## config.mk

```make
export PLATFORM = sky130hd
export DESIGN_NAME = pic_inta_ctrl
export DESIGN_NICKNAME = d
export VERILOG_FILES = /design/src/rtl/pic_pkg.sv /design/src/rtl/pic_cmd_regs.sv /design/src/rtl/pic_inta_ctrl.sv
export SDC_FILE = /design/constraint.sdc
export NUM_CORES = 1
export LEC_CHECK = 0
export ABC_AREA = 1
export CAP_MARGIN = 20
export CORE_UTILIZATION = 48
export CTS_BUF_LIST = sky130_fd_sc_hd__clkbuf_8 sky130_fd_sc_hd__clkbuf_16
export DETAILED_ROUTE_END_ITERATION = 12
export GPL_TIMING_DRIVEN = 0
export PLACE_DENSITY = 0.79
export SLEW_MARGIN = 20
export SYNTH_ARGS = -nofsm -noshare
export SYNTH_HDL_FRONTEND = slang
export SYNTH_SLANG_ARGS = --single-unit
```

## constraint.sdc

```tcl
create_clock -name clk -period 1.6 [get_ports clk]
set_input_delay 0.48 -clock clk [delete_from_list [all_inputs] [get_ports clk]]
set_output_delay 0.48 -clock clk [all_outputs]
set_load 0.1 [all_outputs]
```

## src/rtl/pic_pkg.sv

```systemverilog
// Shared state types and encodings for the 8259-style PIC control unit.
package pic_pkg;

  typedef enum logic [1:0] {
    INTA_IDLE,
    INTA_PEND,
    INTA_ACK1,
    INTA_ACK2
  } inta_state_e;

  typedef enum logic [1:0] {
    INIT_WAIT_ICW1,
    INIT_WAIT_ICW2,
    INIT_WAIT_ICW4,
    INIT_READY
  } init_state_e;

  localparam logic [2:0] OCW2_NS_EOI       = 3'b001;
  localparam logic [2:0] OCW2_ROT_NS_EOI   = 3'b101;
  localparam logic [2:0] OCW2_ROT_AEOI_SET = 3'b100;
  localparam logic [2:0] OCW2_ROT_AEOI_CLR = 3'b000;

  localparam logic [1:0] INTA_CNT_IDLE   = 2'b00;
  localparam logic [1:0] INTA_CNT_FIRST  = 2'b01;
  localparam logic [1:0] INTA_CNT_SECOND = 2'b10;

endpackage

```

## src/rtl/pic_cmd_regs.sv

```systemverilog
// ICW/OCW command decode, initialization sequencer and configuration registers.
// icw1_o is combinational so the INTA FSM can be forced idle on the same edge.
module pic_cmd_regs
  import pic_pkg::*;
(
  input  logic       clk,
  input  logic       rst_n,
  input  logic       wr_stb_i,
  input  logic       a0_i,
  input  logic [7:0] wdata_i,
  output logic       icw1_o,
  output logic [4:0] base_o,
  output logic       level_edge_o,
  output logic [7:0] mask_o,
  output logic       rotate_set_o,
  output logic       aeoi_o,
  output logic       eoi_o,
  output logic       init_done_o
);

  init_state_e init_q, init_d;
  logic [7:0]  mask_q, mask_d;
  logic [4:0]  base_q, base_d;
  logic        level_q, level_d;
  logic        ic4_q, ic4_d;
  logic        rot_q, rot_d;
  logic        aeoi_q, aeoi_d;
  logic        eoi_q, eoi_d;
  logic        done_q, done_d;

  assign icw1_o = wr_stb_i && !a0_i && wdata_i[4];

  always_comb begin
    init_d  = init_q;
    mask_d  = mask_q;
    base_d  = base_q;
    level_d = level_q;
    ic4_d   = ic4_q;
    rot_d   = rot_q;
    aeoi_d  = aeoi_q;
    eoi_d   = 1'b0;
    if (icw1_o) begin
      mask_d  = 8'h00;
      level_d = wdata_i[3];
      ic4_d   = wdata_i[0];
      rot_d   = 1'b0;
      aeoi_d  = 1'b0;
      init_d  = INIT_WAIT_ICW2;
    end else if (wr_stb_i) begin
      unique case (init_q)
        INIT_WAIT_ICW2: if (a0_i) begin
          base_d = wdata_i[7:3];
          init_d = ic4_q ? INIT_WAIT_ICW4 : INIT_READY;
        end
        INIT_WAIT_ICW4: if (a0_i) begin
          aeoi_d = wdata_i[1];
          init_d = INIT_READY;
        end
        INIT_READY: begin
          // OCW3 (bits 4:3 = 01) falls through and is deliberately ignored
          if (a0_i) begin
            mask_d = wdata_i;
          end else if (wdata_i[4:3] == 2'b00) begin
            unique case (wdata_i[7:5])
              OCW2_NS_EOI:       eoi_d = 1'b1;
              OCW2_ROT_NS_EOI:   begin eoi_d = 1'b1; rot_d = 1'b1; end
              OCW2_ROT_AEOI_SET: rot_d = 1'b1;
              OCW2_ROT_AEOI_CLR: rot_d = 1'b0;
              default:           ;
            endcase
          end
        end
        default: ;
      endcase
    end
    done_d = (init_d == INIT_READY);
  end

  always_ff @(posedge clk or negedge rst_n) begin
    if (!rst_n) begin
      init_q  <= INIT_WAIT_ICW1;
      mask_q  <= 8'hFF;
      base_q  <= 5'd0;
      level_q <= 1'b0;
      ic4_q   <= 1'b0;
      rot_q   <= 1'b0;
      aeoi_q  <= 1'b0;
      eoi_q   <= 1'b0;
      done_q  <= 1'b0;
    end else begin
      init_q  <= init_d;
      mask_q  <= mask_d;
      base_q  <= base_d;
      level_q <= level_d;
      ic4_q   <= ic4_d;
      rot_q   <= rot_d;
      aeoi_q  <= aeoi_d;
      eoi_q   <= eoi_d;
      done_q  <= done_d;
    end
  end

  assign base_o       = base_q;
  assign level_edge_o = level_q;
  assign mask_o       = mask_q;
  assign rotate_set_o = rot_q;
  assign aeoi_o       = aeoi_q;
  assign eoi_o        = eoi_q;
  assign init_done_o  = done_q;

endmodule

```

## src/rtl/pic_inta_ctrl.sv

```systemverilog
// PIC control unit top: INTA handshake FSM, vector mux and command decode.
// Define PIC_INTA_TIMEOUT_EN to abandon an INTA sequence stuck in ACK1.
module pic_inta_ctrl
  import pic_pkg::*;
#(
  parameter int TIMEOUT_CYCLES = 255
) (
  input  logic       clk,
  input  logic       rst_n,
  input  logic       wr_stb,
  input  logic       a0,
  input  logic [7:0] wdata,
  input  logic       inta_n,
  input  logic       int_pending,
  input  logic [2:0] isr_level,
  output logic       int_cpu,
  output logic [1:0] inta_count,
  output logic       level_edge,
  output logic [7:0] mask,
  output logic       rotate_set,
  output logic       aeoi,
  output logic       eoi,
  output logic [7:0] data_out,
  output logic       data_oe,
  output logic       init_done,
  output logic       timeout_err
);

  logic        icw1;
  logic [4:0]  base;
  inta_state_e state_q, state_d;
  logic        inta_prev_q;
  logic        fall, rise;
  logic [1:0]  count_q, count_d;
  logic        int_cpu_q, int_cpu_d;
  logic [7:0]  dout_q, dout_d;
  logic        oe_q, oe_d;

  pic_cmd_regs u_cmd_regs (
    .clk          (clk),
    .rst_n        (rst_n),
    .wr_stb_i     (wr_stb),
    .a0_i         (a0),
    .wdata_i      (wdata),
    .icw1_o       (icw1),
    .base_o       (base),
    .level_edge_o (level_edge),
    .mask_o       (mask),
    .rotate_set_o (rotate_set),
    .aeoi_o       (aeoi),
    .eoi_o        (eoi),
    .init_done_o  (init_done)
  );

  assign fall = !inta_n && inta_prev_q;
  assign rise = inta_n && !inta_prev_q;

`ifdef PIC_INTA_TIMEOUT_EN
  localparam logic [7:0] TIMEOUT_LAST = 8'(TIMEOUT_CYCLES - 1);
  logic [7:0] tmr_q, tmr_d;
  logic       terr_q, terr_d;
`endif

  always_comb begin
    state_d   = state_q;
    count_d   = count_q;
    dout_d    = dout_q;
    int_cpu_d = 1'b0;
`ifdef PIC_INTA_TIMEOUT_EN
    tmr_d     = tmr_q;
    terr_d    = 1'b0;
`endif
    unique case (state_q)
      INTA_IDLE: if (init_done && int_pending) state_d = INTA_PEND;
      INTA_PEND: begin
        // A late edge is still honoured; the ISR block reports level 7 then
        if (fall) begin
          state_d = INTA_ACK1;
          count_d = INTA_CNT_FIRST;
`ifdef PIC_INTA_TIMEOUT_EN
          tmr_d   = 8'd0;
`endif
        end else begin
          int_cpu_d = int_pending;
        end
      end
      INTA_ACK1: begin
        if (fall) begin
          state_d = INTA_ACK2;
          count_d = INTA_CNT_SECOND;
          dout_d  = {base, isr_level};
        end
`ifdef PIC_INTA_TIMEOUT_EN
        else if (tmr_q == TIMEOUT_LAST) begin
          state_d = INTA_IDLE;
          count_d = INTA_CNT_IDLE;
          terr_d  = 1'b1;
        end else begin
          tmr_d = tmr_q + 8'd1;
        end
`endif
      end
      INTA_ACK2: if (rise) begin
        state_d = INTA_IDLE;
        count_d = INTA_CNT_IDLE;
      end
      default: state_d = INTA_IDLE;
    endcase
    if (icw1) begin
      state_d   = INTA_IDLE;
      count_d   = INTA_CNT_IDLE;
      int_cpu_d = 1'b0;
`ifdef PIC_INTA_TIMEOUT_EN
      terr_d    = 1'b0;
`endif
    end
    oe_d = (state_d == INTA_ACK2) && !inta_n;
  end

  always_ff @(posedge clk or negedge rst_n) begin
    if (!rst_n) begin
      state_q     <= INTA_IDLE;
      inta_prev_q <= 1'b1;
      count_q     <= INTA_CNT_IDLE;
      int_cpu_q   <= 1'b0;
      dout_q      <= 8'h00;
      oe_q        <= 1'b0;
    end else begin
      state_q     <= state_d;
      inta_prev_q <= inta_n;
      count_q     <= count_d;
      int_cpu_q   <= int_cpu_d;
      dout_q      <= dout_d;
      oe_q        <= oe_d;
    end
  end

`ifdef PIC_INTA_TIMEOUT_EN
  always_ff @(posedge clk or negedge rst_n) begin
    if (!rst_n) begin
      tmr_q  <= 8'd0;
      terr_q <= 1'b0;
    end else begin
      tmr_q  <= tmr_d;
      terr_q <= terr_d;
    end
  end
  assign timeout_err = terr_q;
`else
  logic unused_timeout_cfg;
  assign unused_timeout_cfg = |TIMEOUT_CYCLES;
  assign timeout_err        = 1'b0;
`endif

  assign int_cpu    = int_cpu_q;
  assign inta_count = count_q;
  assign data_out   = dout_q;
  assign data_oe    = oe_q;

endmodule

```

==> impl_metrics.ini, run 1 <==
[setup_path]
end_kind = output port
cp_max_fo = 2
crit_required_ns = 1.12
critPathBufInv = 1
r2r-end = u_cmd_regs.init_q[0]
crit_arrival_ns = 1.10
rr_worst_depth = 6
crit_path_start_kind = flip-flop
path_cells = buf_4
slowest_stage = dfstp_2
criticalPathCategory = reg -> out
path_delay_family = flip-flops
ff2ff_setup_slack_ns = 0.29
r2r_start = u_cmd_regs.init_q[0]
max_stage_delay_ns = 0.53

[route]
dr.pass1.iters = 4
via_count = 1365
ant_nets = 0
detail_route.drc_violations = 0
routedWlPerCell_microns = 11.8
routed_wl_mm = 3.34
avgViaCountPerCell = 4.81
first_iter_violations = 52

[synth]
async_flop_share_pct = 100
synth_top_family_by_area = simple AND/OR/NAND/NOR gates
synthFlopType = dfrtp_1
syn_nets = 210
synth_area_sq_um = 1640
syn_inst = 190
synth_compound_area_share_pct = 6.79
avgSynthCellArea_sq_um = 8.63
synth-simple-area-share_pct = 28.4
ys_seq_area_share_pct = 55.6
synth-edff-count = 0
synth-seq-cells = 36
synthXorXnorAreaFrac_pct = 0
synth_fa_ha_area_share_pct = 2.29
synth.area.mux_share_pct = 0
yosys_warnings = 0
ys_types = 24

[hold_path]
hp-class = in -> async

[clock_tree]
clk_latency_ns = 0.29
postCtsHoldBufs = 0
clock-root-buffer = clkbuf_8
cts_tree = built
post-cts-setup-buffers = 0
cts.path.max_buffers = 2
cts.sink_count = 36
cts_buffers = 5
cts-htree-levels = 2
cts.clk_slew.worst_paths_ns = 0.07

[die]
start_util_pct = 52.0
fp.coreArea_sq_um = 3150
fp.dieH_microns = 60.5
fp-row-count = 20
fp.dieArea_sq_um = 3660
die_w_microns = 60.5
ioPinCount = 43

[global_route]
grt_util_all_layers_pct = 21.1
grt_max_degree = 24
grt_pass1_wl_mm = 5.50
global_route.overflow_total = 0
first_global_vias = 1238
antenna_found_initial = 0

[final_layout]
multi_input_area_sq_um = 618
fill_cells = 286
drive_gt1_share_pct = 26.3
num-nets-final = 259
num_antenna_cells = 0
area_growth_pct = 29.8
utilization_pct = 67.5
register_area_sq_um = 912

[sta]
rsz0062_at_grt = no
slew_violations = 0
timing.clock.skew_ns = 0.00699
fin_crit_sh_pct = 98.7
hold_violations = 0
fin_crit_ns = 1.58
setup_viol = 0
max_freq_ghz = 0.633
fin_ws_ns = 0.0212

[outcome]
outcome = finished clean

[placed_design]
dp_hpwl_mm = 2.47
place_ws_ns = -0.531
finalWeightedCongestion = 0.800
io_buffers = 41

[flow_run]
cap_violations = 0
-- worst max-delay path by stage --
stage,slack [ns],startpoint,cells past startpoint,endpoint
2_1_floorplan,0.16,u_cmd_regs.init_done_o,6,data_oe
3_3_place_gp,-0.73,rst_n,1,data_oe
3_5_place_dp,-0.53,u_cmd_regs.mask_o[0],1,mask[0]
4_1_cts,0.008,u_cmd_regs.mask_o[3],1,mask[3]
5_1_grt,0.003,u_cmd_regs.mask_o[5],1,mask[5]
6_report,0.02,u_cmd_regs.mask_o[5],1,mask[5]
-- layout make-up --
cell class | count | area share, %
inverter | 24 | 4.23
buffer | 3 | 0.940
sequential | 36 | 42.8
clock buffer | 5 | 3.23
clock inverter | 3 | 0.588
timing repair buffer | 42 | 16.6
tap | 44 | 2.59
multi-input combinational | 127 | 29.0
-- logic make-up (layout without fill, tap and decap cells) --
logic type	Yosys count	after routing
buffers and inverters	27	77
adder cells (fa/ha/maj)	3	3
AO/OA/AOI/OAI	21	21
AND/OR/NAND/NOR	102	102
flip-flops	36	36
other	1	1
-- flip-flops by register name (all words and copies together) (netlist names) --
name / cells
data_out: 8
u_cmd_regs.mask_o: 8
u_cmd_regs.base_o: 5
inta_count: 2
state_q: 2
u_cmd_regs.init_q: 2
data_oe: 1
int_cpu: 1
inta_prev_q: 1
u_cmd_regs.aeoi_o: 1
u_cmd_regs.eoi_o: 1
u_cmd_regs.ic4_q: 1
u_cmd_regs.init_done_o: 1
u_cmd_regs.level_edge_o: 1
u_cmd_regs.rotate_set_o: 1
-- metrics by stage --
stage / std cells / setup TNS [ns] / hold slack, ns / cell area [sq um]
5_1_grt: 284 / 0 / 0.104 / 2130
2_1_floorplan: 190 / 0 / 0.184 / 1640
3_5_place_dp: 276 / -12.79 / 0.407 / 2130
4_1_cts: 284 / 0 / 0.0922 / 2110
3_3_place_gp: 275 / -35.55 / 0.450 / 2110
6_report: 284 / 0 / 0.0931 / 2130
-- routing by layer --
layer  global-route usage [%]  part of all wire, %  vias to the layer above
met4                     9.42                  1.8                        0
met3                     6.61                  5.8                        5
li1                         -                    -                      698
met2                     30.6                   44                       36
met5                        0                    0                        -
met1                     29.3                   48                      626
-- placed cells by master, fill, tap and decap left out, types with 5 or more instances in the layout --
| cell | instances |
|---|---|
| nand2_2 | 6 |
| o21ai_1 | 17 |
| clkdlybuf4s50_1 | 15 |
| buf_6 | 6 |
| inv_1 | 19 |
| inv_2 | 6 |
| buf_2 | 18 |
| nand2_1 | 56 |
| clkbuf_8 | 5 |
| nand3_1 | 20 |
| dfstp_2 | 9 |
| dfrtp_1 | 27 |
| nor2_1 | 11 |
-- Yosys cell counts, types with 2 or more instances --
master	instances	area, sq um
buf_4	2	15.0
nor2_1	11	41.3
nand4_1	3	18.8
inv_1	17	63.8
nand2_2	6	37.5
nor2_2	2	12.5
inv_2	6	22.5
dfrtp_1	27	676
dfstp_2	9	236
nand2_1	56	210
o21ai_1	17	85.1
nand3_1	20	100
ha_1	3	37.5
-- timing repair --
item,in CTS,in global routing
resized for setup,134,6
endpoints found under the hold margin,0,0
endpoints found under the setup margin,25,6
Power of run 1 is left out: the tool's default activity adds up to more than one toggle a clock period on the data nets, which glitch-free logic cannot reach.
==> inputs of run 2 (changes only) <==
- CELL_PAD_IN_SITES_DETAIL_PLACEMENT: default -> 0
- CELL_PAD_IN_SITES_GLOBAL_PLACEMENT: default -> 1
- CORE_UTILIZATION: 48 -> 35
- PLACE_DENSITY: 0.79 -> default
- PLACE_DENSITY_LB_ADDON: default -> 0.1
==> run 2 against run 1 <==
  * Final cell count rose by 2.8%
  * Maximum frequency rose by 0.68%
  * Cell area rose by 1.9%
  * Hold slack improved by 0.029 ns
  * Wire length rose by 15%
  * Register-to-register slack got worse by 0.05 ns
  * Critical path depth did not move
  * Sequential share of layout area fell by 0.81 points
  * Via count rose by 0.95%
  * The flow now finishes with violations (DRC)
  * Global-route usage fell by 4.5 points
  * Critical path type unchanged
==> impl_metrics.ini, run 2 (synthesis gave the netlist of run 1 again) <==
[outcome]
outcome = finished with violations
violations = DRC

[placed_design]
dpl.cell_count = 284
dp_hpwl_mm = 2.88
postPlaceCellArea_sq_um = 2140
finalWeightedCongestion = 0.770
io_buffers = 41

[setup_path]
crit_required_ns = 1.12
cp_max_fo = 2
path_delay_family = buffers and inverters
r2r-end = u_cmd_regs.init_q[0]
crit_arrival_ns = 1.09
crit_end = data_out[7]
ff2ff_setup_slack_ns = 0.24
end_kind = output port
path_cells = buf_2
rr_worst_depth = 6
slowest_stage = buf_2
setup.worst_path.start = data_out[7]
criticalPathCategory = reg -> out
max_stage_delay_ns = 0.43
critPathBufInv = 1
crit_path_start_kind = flip-flop
r2r_start = u_cmd_regs.init_q[0]
cp.depth = 1

[final_layout]
fin_cells = 292
design_area_sq_um = 2170
drive_gt1_share_pct = 26.7
final_common_cell = nand2_1
num-nets-final = 259
final_cell_mix = nand2_1 (56), dfrtp_1 (27), nand3_1 (20), buf_2 (19), inv_1 (18)
fill_cells = 440
num_antenna_cells = 0
area_growth_pct = 32.3

[global_route]
use_met3_pct = 5.05
grt_use_met2_pct = 27.3
grt_util_all_layers_pct = 16.7
grt_max_degree = 22
grt-busiest-layer = met2
antenna_found_initial = 0
global_route.overflow_total = 0
grt_pass1_wl_mm = 6.38
first_global_vias = 1354
grtUsageMet1_pct = 20.9

[die]
fp.coreArea_sq_um = 4440
start_util_pct = 36.9
fp.dieArea_sq_um = 4960
ioPinCount = 43
fp-row-count = 24
die_w_microns = 70.5
fp.dieH_microns = 70.5

[sta]
fin_crit_ns = 1.57
setup_viol = 0
whs_ns = 0.122
max_freq_ghz = 0.638
slew_violations = 0
rsz0062_at_grt = no
hold_violations = 0
timing.clock.skew_ns = 0.00765
fin_crit_sh_pct = 98.0

[route]
routedWlPerCell_microns = 13.1
detail_route.drc_violations = 4
avgViaCountPerCell = 4.72
ant_nets = 0
dr.pass1.iters = 8
via_count = 1378
first_iter_violations = 48
routed_wl_mm = 3.83

[clock_tree]
clk_latency_ns = 0.29
cts-htree-levels = 2
post-cts-setup-buffers = 0
postCtsHoldBufs = 0
cts.sink_count = 36
cts_tree = built
clock-root-buffer = clkbuf_8
cts.clk_slew.worst_paths_ns = 0.08
cts.path.max_buffers = 2
cts_buffers = 5

[hold_path]
hp-class = in -> async

[flow_run]
cap_violations = 0
[run 2: worst min path at each step]
stage,cells past startpoint,to,slack (ns),startpoint
6_report,1,data_out[2],0.12,rst_n
5_1_grt,1,data_out[2],0.14,rst_n
4_1_cts,1,data_out[2],0.13,rst_n
3_5_place_dp,1,data_out[2],0.44,rst_n
3_3_place_gp,2,data_out[0],0.45,data_out[0]
2_1_floorplan,0,data_oe,0.18,rst_n
[run 2: layout make-up]
cell class              instances  area, sq um  area share [%]
flip-flops and latches         36          912            42.0
multi-input cells             127          618            28.5
clock inverters                 3         38.8            1.79
well taps                      52         65.1            3.00
plain buffers                   3         20.0           0.922
clock buffers                   5         68.8            3.17
repair buffers                 42          358            16.5
inverters                      24         90.1            4.15
[run 2: through the flow]
| stage | TNS (ns) | setup slack, ns | util (%) |
|---|---|---|---|
| 2_1_floorplan | 0 | 0.161 | - |
| 3_3_place_gp | -37.30 | -0.757 | 47.6 |
| 3_5_place_dp | -13.41 | -0.522 | 48.1 |
| 4_1_cts | 0 | 0.00253 | 48.5 |
| 5_1_grt | 0 | 0.00234 | 48.8 |
| 6_report | 0 | 0.0319 | 48.8 |
[run 2: what timing repair did]
action,4_1_cts,5_1_grt
pin swaps,0,0
setup endpoints to repair,25,4
gates cloned,0,0
gates resized for setup,137,4
[run 2: routing by layer]
metal,vias up,wire (microns)
li1,696,-
met1,642,1710
met2,35,1870
met3,5,192
met4,0,53
met5,-,0
Power of run 2 is left out for the same reason.
